[config.mk]
export PLATFORM = sky130hd
export DESIGN_NAME = device_bus_arbiter
export DESIGN_NICKNAME = d
export VERILOG_FILES = /design/src/rtl/device_bus_arbiter.sv
export SDC_FILE = /design/constraint.sdc
export NUM_CORES = 1
export LEC_CHECK = 0
export ABC_AREA = 1
export BUFFER_PORTS_ARGS = -buffer_cell sky130_fd_sc_hd__buf_2
export CAP_MARGIN = 20
export CORE_ASPECT_RATIO = 0.6
export CORE_MARGIN = 5
export CORE_UTILIZATION = 50
export DETAILED_ROUTE_END_ITERATION = 8
export HOLD_SLACK_MARGIN = 0.1
export PLACE_DENSITY = 0.85
export SETUP_SLACK_MARGIN = 0.15
export SLEW_MARGIN = 10
export SYNTH_ARGS = -nofsm -noshare
export SYNTH_HDL_FRONTEND = slang
export SYNTH_SLANG_ARGS = --single-unit
[constraint.sdc]
create_clock -name cpu_clock -period 4.5 [get_ports cpu_clock]
set_input_delay 0.9 -clock cpu_clock [delete_from_list [all_inputs] [get_ports cpu_clock]]
set_output_delay 0.9 -clock cpu_clock [all_outputs]
set_load 0.02 [all_outputs]
[src/rtl/device_bus_arbiter.sv]
// Two-master round-robin arbiter for the 16-bit device bus, with optional burst lock.
// Each access runs IDLE -> ISSUE -> COMPLETE to match the devices' one-cycle read latency.
module device_bus_arbiter #(
  parameter int LOCK_TIMEOUT = 16,
  parameter int ADDR_WIDTH   = 16
) (
  input  logic                  cpu_clock,
  input  logic                  reset,
  input  logic [1:0]            m_req,
  input  logic [1:0]            m_we,
  input  logic [1:0]            m_lock,
  input  logic [ADDR_WIDTH-1:0] m0_address,
  input  logic [ADDR_WIDTH-1:0] m1_address,
  input  logic [15:0]           m0_data_out,
  input  logic [15:0]           m1_data_out,
  output logic [1:0]            m_ack,
  output logic [15:0]           m_data_in,
  output logic                  owner,
  output logic                  device_write_en,
  output logic [ADDR_WIDTH-1:0] device_address,
  output logic [15:0]           device_data_out,
  input  logic [15:0]           device_data_in
);

  localparam int TW = $clog2(LOCK_TIMEOUT + 1);
  localparam logic [TW-1:0] TMO_LAST = TW'(LOCK_TIMEOUT - 1);

  typedef enum logic [1:0] {
    ST_IDLE     = 2'd0,
    ST_ISSUE    = 2'd1,
    ST_COMPLETE = 2'd2
  } state_e;

  state_e                state_q, state_d;
  logic                  owner_q, owner_d;
  logic                  lock_q, lock_d;
  logic [TW-1:0]         tmo_q, tmo_d;
  logic                  we_lat_q, we_lat_d;
  logic                  dev_we_q, dev_we_d;
  logic [ADDR_WIDTH-1:0] addr_q, addr_d;
  logic [15:0]           wdata_q, wdata_d;
  logic [1:0]            ack_q, ack_d;
  logic [15:0]           rdata_q, rdata_d;
  logic                  grant_s;
  logic                  gnt_m_s;

  // Next-state, arbitration and bus-register update logic.
  always_comb begin
    state_d  = state_q;
    owner_d  = owner_q;
    lock_d   = lock_q;
    tmo_d    = tmo_q;
    we_lat_d = we_lat_q;
    dev_we_d = 1'b0;
    addr_d   = addr_q;
    wdata_d  = wdata_q;
    ack_d    = 2'b00;
    rdata_d  = rdata_q;
    grant_s  = 1'b0;
    gnt_m_s  = owner_q;

    case (state_q)
      ST_IDLE: begin
        if (lock_q) begin
          // A locked owner keeps the bus; the other master waits out the timeout.
          if (m_req[owner_q]) begin
            grant_s = 1'b1;
            gnt_m_s = owner_q;
          end else if (tmo_q >= TMO_LAST) begin
            lock_d = 1'b0;
            tmo_d  = '0;
          end else begin
            tmo_d = tmo_q + TW'(1);
          end
        end else if (m_req == 2'b11) begin
          grant_s = 1'b1;
          gnt_m_s = ~owner_q;
        end else if (m_req[0]) begin
          grant_s = 1'b1;
          gnt_m_s = 1'b0;
        end else if (m_req[1]) begin
          grant_s = 1'b1;
          gnt_m_s = 1'b1;
        end else begin
          grant_s = 1'b0;
        end

        if (grant_s) begin
          state_d  = ST_ISSUE;
          owner_d  = gnt_m_s;
          we_lat_d = m_we[gnt_m_s];
          dev_we_d = m_we[gnt_m_s];
          addr_d   = gnt_m_s ? m1_address  : m0_address;
          wdata_d  = gnt_m_s ? m1_data_out : m0_data_out;
        end else begin
          state_d = ST_IDLE;
        end
      end

      ST_ISSUE: begin
        // Device read data is valid at the end of the address cycle.
        state_d = ST_COMPLETE;
        ack_d   = owner_q ? 2'b10 : 2'b01;
        if (!we_lat_q) begin
          rdata_d = device_data_in;
        end else begin
          rdata_d = rdata_q;
        end
      end

      ST_COMPLETE: begin
        state_d = ST_IDLE;
        lock_d  = m_lock[owner_q];
        tmo_d   = '0;
      end

      default: begin
        state_d = ST_IDLE;
      end
    endcase
  end

  // State and output registers.
  always_ff @(posedge cpu_clock or negedge reset) begin
    if (!reset) begin
      state_q  <= ST_IDLE;
      owner_q  <= 1'b1;
      lock_q   <= 1'b0;
      tmo_q    <= '0;
      we_lat_q <= 1'b0;
      dev_we_q <= 1'b0;
      addr_q   <= '0;
      wdata_q  <= 16'h0000;
      ack_q    <= 2'b00;
      rdata_q  <= 16'h0000;
    end else begin
      state_q  <= state_d;
      owner_q  <= owner_d;
      lock_q   <= lock_d;
      tmo_q    <= tmo_d;
      we_lat_q <= we_lat_d;
      dev_we_q <= dev_we_d;
      addr_q   <= addr_d;
      wdata_q  <= wdata_d;
      ack_q    <= ack_d;
      rdata_q  <= rdata_d;
    end
  end

  assign m_ack           = ack_q;
  assign m_data_in       = rdata_q;
  assign owner           = owner_q;
  assign device_write_en = dev_we_q;
  assign device_address  = addr_q;
  assign device_data_out = wdata_q;

endmodule

==> results.cfg <==
[run_status]
outcome = finished clean

[sta]
worstMarginPinSlew_ns = 0.806
fin_skew_ns = 0.00886
rsz0062_at_grt = false
finalCriticalPeriod_ns = 2.52
holdWs_ns = 0.465
final_hold_viol_count = 0
setup_viol = 0
max_slew_margin_pct = 46.1
clock.fmax_ghz = 0.396
maxSlewViolCount = 0
setup_tns_ns = 0
fin_crit_sh_pct = 56.1

[finish]
final_common_cell = nand2_1
n_antenna_cell = 0
fin_util_pct = 67.7
final_cell_mix = nand2_1 (212), buf_2 (139), dfrtp_1 (60), nand3_1 (53), nor2_1 (11)
nets = 617
syn_to_final_growth_pct = 29.1
drive_gt1_share_pct = 32.0

[critical_path]
max_stage_delay_ns = 0.80
cp_max_fo = 34
start_kind = primary input
cpLargestDelayFamily = simple AND/OR/NAND/NOR gates
worstRegToRegCells = 7
crit_top_cell = nand2_1
path_cells = buf_2, nand3_2, nand2_2, nand2_1, nand2_1, nand2_1, nand2_1
cp_data_required_time_ns = 4.77
crit_buf_inv = 1
arrival_ns = 2.79
crit_path_end_kind = register
r2r_slack_ns = 2.15
cp_slowest_cell = nand2_2
path_class = in2reg
rr_startpoint = lock_q$_DFFE_PN0P_
reg2reg_to = device_data_out[3]$_DFFE_PN0N_

[pwr]
power.density_nw_per_um2 = 771
ir_drop_mv = 0.312
p_leak_nw = 2.34

[routing]
avgRoutedWirePerCell_um = 13.8
viasPerCell = 4.95
met3_length_um = 957
wl_met2_um = 3760
drc = 0
num_vias = 3031
drtPass1Iterations = 5
detail-route-antenna-nets = 0
routed.top_layer = met4
met1_length_um = 3620
drt_iter0_drc = 137
wirelength_um = 8450

[clock_network]
cts.repair.resized = 0
htree_num_levels = 3
cts.path.max_buffers = 2
cts_made_buffers = 9
cts_tree = built
ctsHoldBuffers = 0
clock_sinks = 61
cts_root_buf = clkbuf_8
clock_latency_ns = 0.33
path_clk_slew_ns = 0.07
post_cts_buffers = 0

[job]
cap_viol_max_count = 0

[die]
start_util_pct = 52.5
die_area_um2 = 7680
ios = 140
die_height_um = 69.9
core-area_um2 = 5700
rows = 21
die_x_um = 110

[synth]
ys_types = 21
avgSynthCellArea_um2 = 7.60
syn-cell-area_um2 = 2990
yosys_warnings = 0
syn_nets = 484
synthCells = 394
ys_ff_latch = 61
yosysSeqAreaShare_pct = 51.0

[hold_path]
min-delay-start = device_data_out[5]$_DFFE_PN0N_
hp-class = reg2reg
hold-path-endpoint = device_data_out[5]$_DFFE_PN0N_
whs_path_depth = 2

[grt]
grt_pass1_wl_um = 13600
grt_max_degree = 37
grt-ovfl-total = 0
grt_use_total_pct = 22.6
grt_pass1_vias = 2894
antenna_found_initial = 0

[placement]
dp.final_hpwl_um = 6120
port_buffers = 139
place_congestion = 0.811
-- cell usage after synthesis, drive strengths merged --
cell type  instances  area, um2
ha                 2       25.0
dfrtp             60       1500
nor3               1       10.0
nand4              4       25.0
buf               17        123
nand3             55        285
clkbuf             1       3.75
clkinv             1       3.75
dfstp              1       26.3
inv               12       45.1
nand2            219        840
a21oi              1       5.00
o21ai              6       30.0
nand3b             1       11.3
nor2              13       58.8
-- layer usage --
metal | vias to the layer above | track usage [%]
met5 | - | 0
met4 | 0 | 6.50
met3 | 11 | 9.02
met2 | 139 | 34.7
met1 | 1375 | 29.6
li1 | 1506 | -
-- stage by stage --
stage	worst slack (ns)	std cells	total power, mW	area (um2)
after global routing	1.79	612	3.24	3860
final	1.98	612	2.98	3860
after detailed placement	1.65	596	2.52	3670
after global placement	1.76	596	2.46	3670
after CTS	2.00	612	3.00	3860
after floorplan	2.81	394	2.11	2990
-- cell families (layout without fill, tap and decap cells) --
logic type / Yosys count / count (layout) / synth area share (%)
and+or+nand+nor: 293 / 293 / 41.1
buffers and inverters: 31 / 169 / 5.85
adders and majority gates: 2 / 2 / 0.836
DFF: 61 / 61 / 51.0
AOI/OAI and AO/OA: 7 / 7 / 1.17
-- worst register-to-register path: cells and delay by family (launching register included) --
kind	cells	cell delay, ns
buf+inv	1	0.11
flops	1	0.43
simple gates	6	1.76
-- how the worst max path moves through the flow --
stage / startpoint / endpoint / slack [ns] / cells after the start
2_1_floorplan: m_req[1] / device_address[0]$_DFFE_PN0N_ / 2.81 / 5
3_3_place_gp: m_req[1] / device_address[12]$_DFFE_PN0N_ / 1.76 / 7
3_5_place_dp: m_req[1] / device_data_out[11]$_DFFE_PN0N_ / 1.65 / 7
4_1_cts: m_req[1] / device_data_out[11]$_DFFE_PN0N_ / 2.00 / 7
5_1_grt: m_req[1] / device_address[12]$_DFFE_PN0N_ / 1.79 / 7
6_report: m_req[1] / device_data_out[3]$_DFFE_PN0N_ / 1.98 / 7
-- flip-flops by register name (all words and copies together) (netlist names), 2 cells and up --
name and count:
m_ack 2, device_data_out 16, state_q 2, m_data_in 16, device_address 16, tmo_q 5
-- cell type report --
cell class,count,area [um2]
clock buffer,12,145
clock inverter,4,47.5
fill,504,1840
inverter,13,48.8
multi-input combinational,302,1290
sequential,61,1530
tap,80,100
timing repair buffer,140,703
-- power breakdown --
part,leakage [nW],switching [mW],internal (mW)
combinational,1.48,1.07,0.466
sequential,0.762,0.152,0.817
clock,0.0964,0.202,0.269
total,2.34,1.43,1.55
No activity file was read; power rests on OpenSTA's default activity.
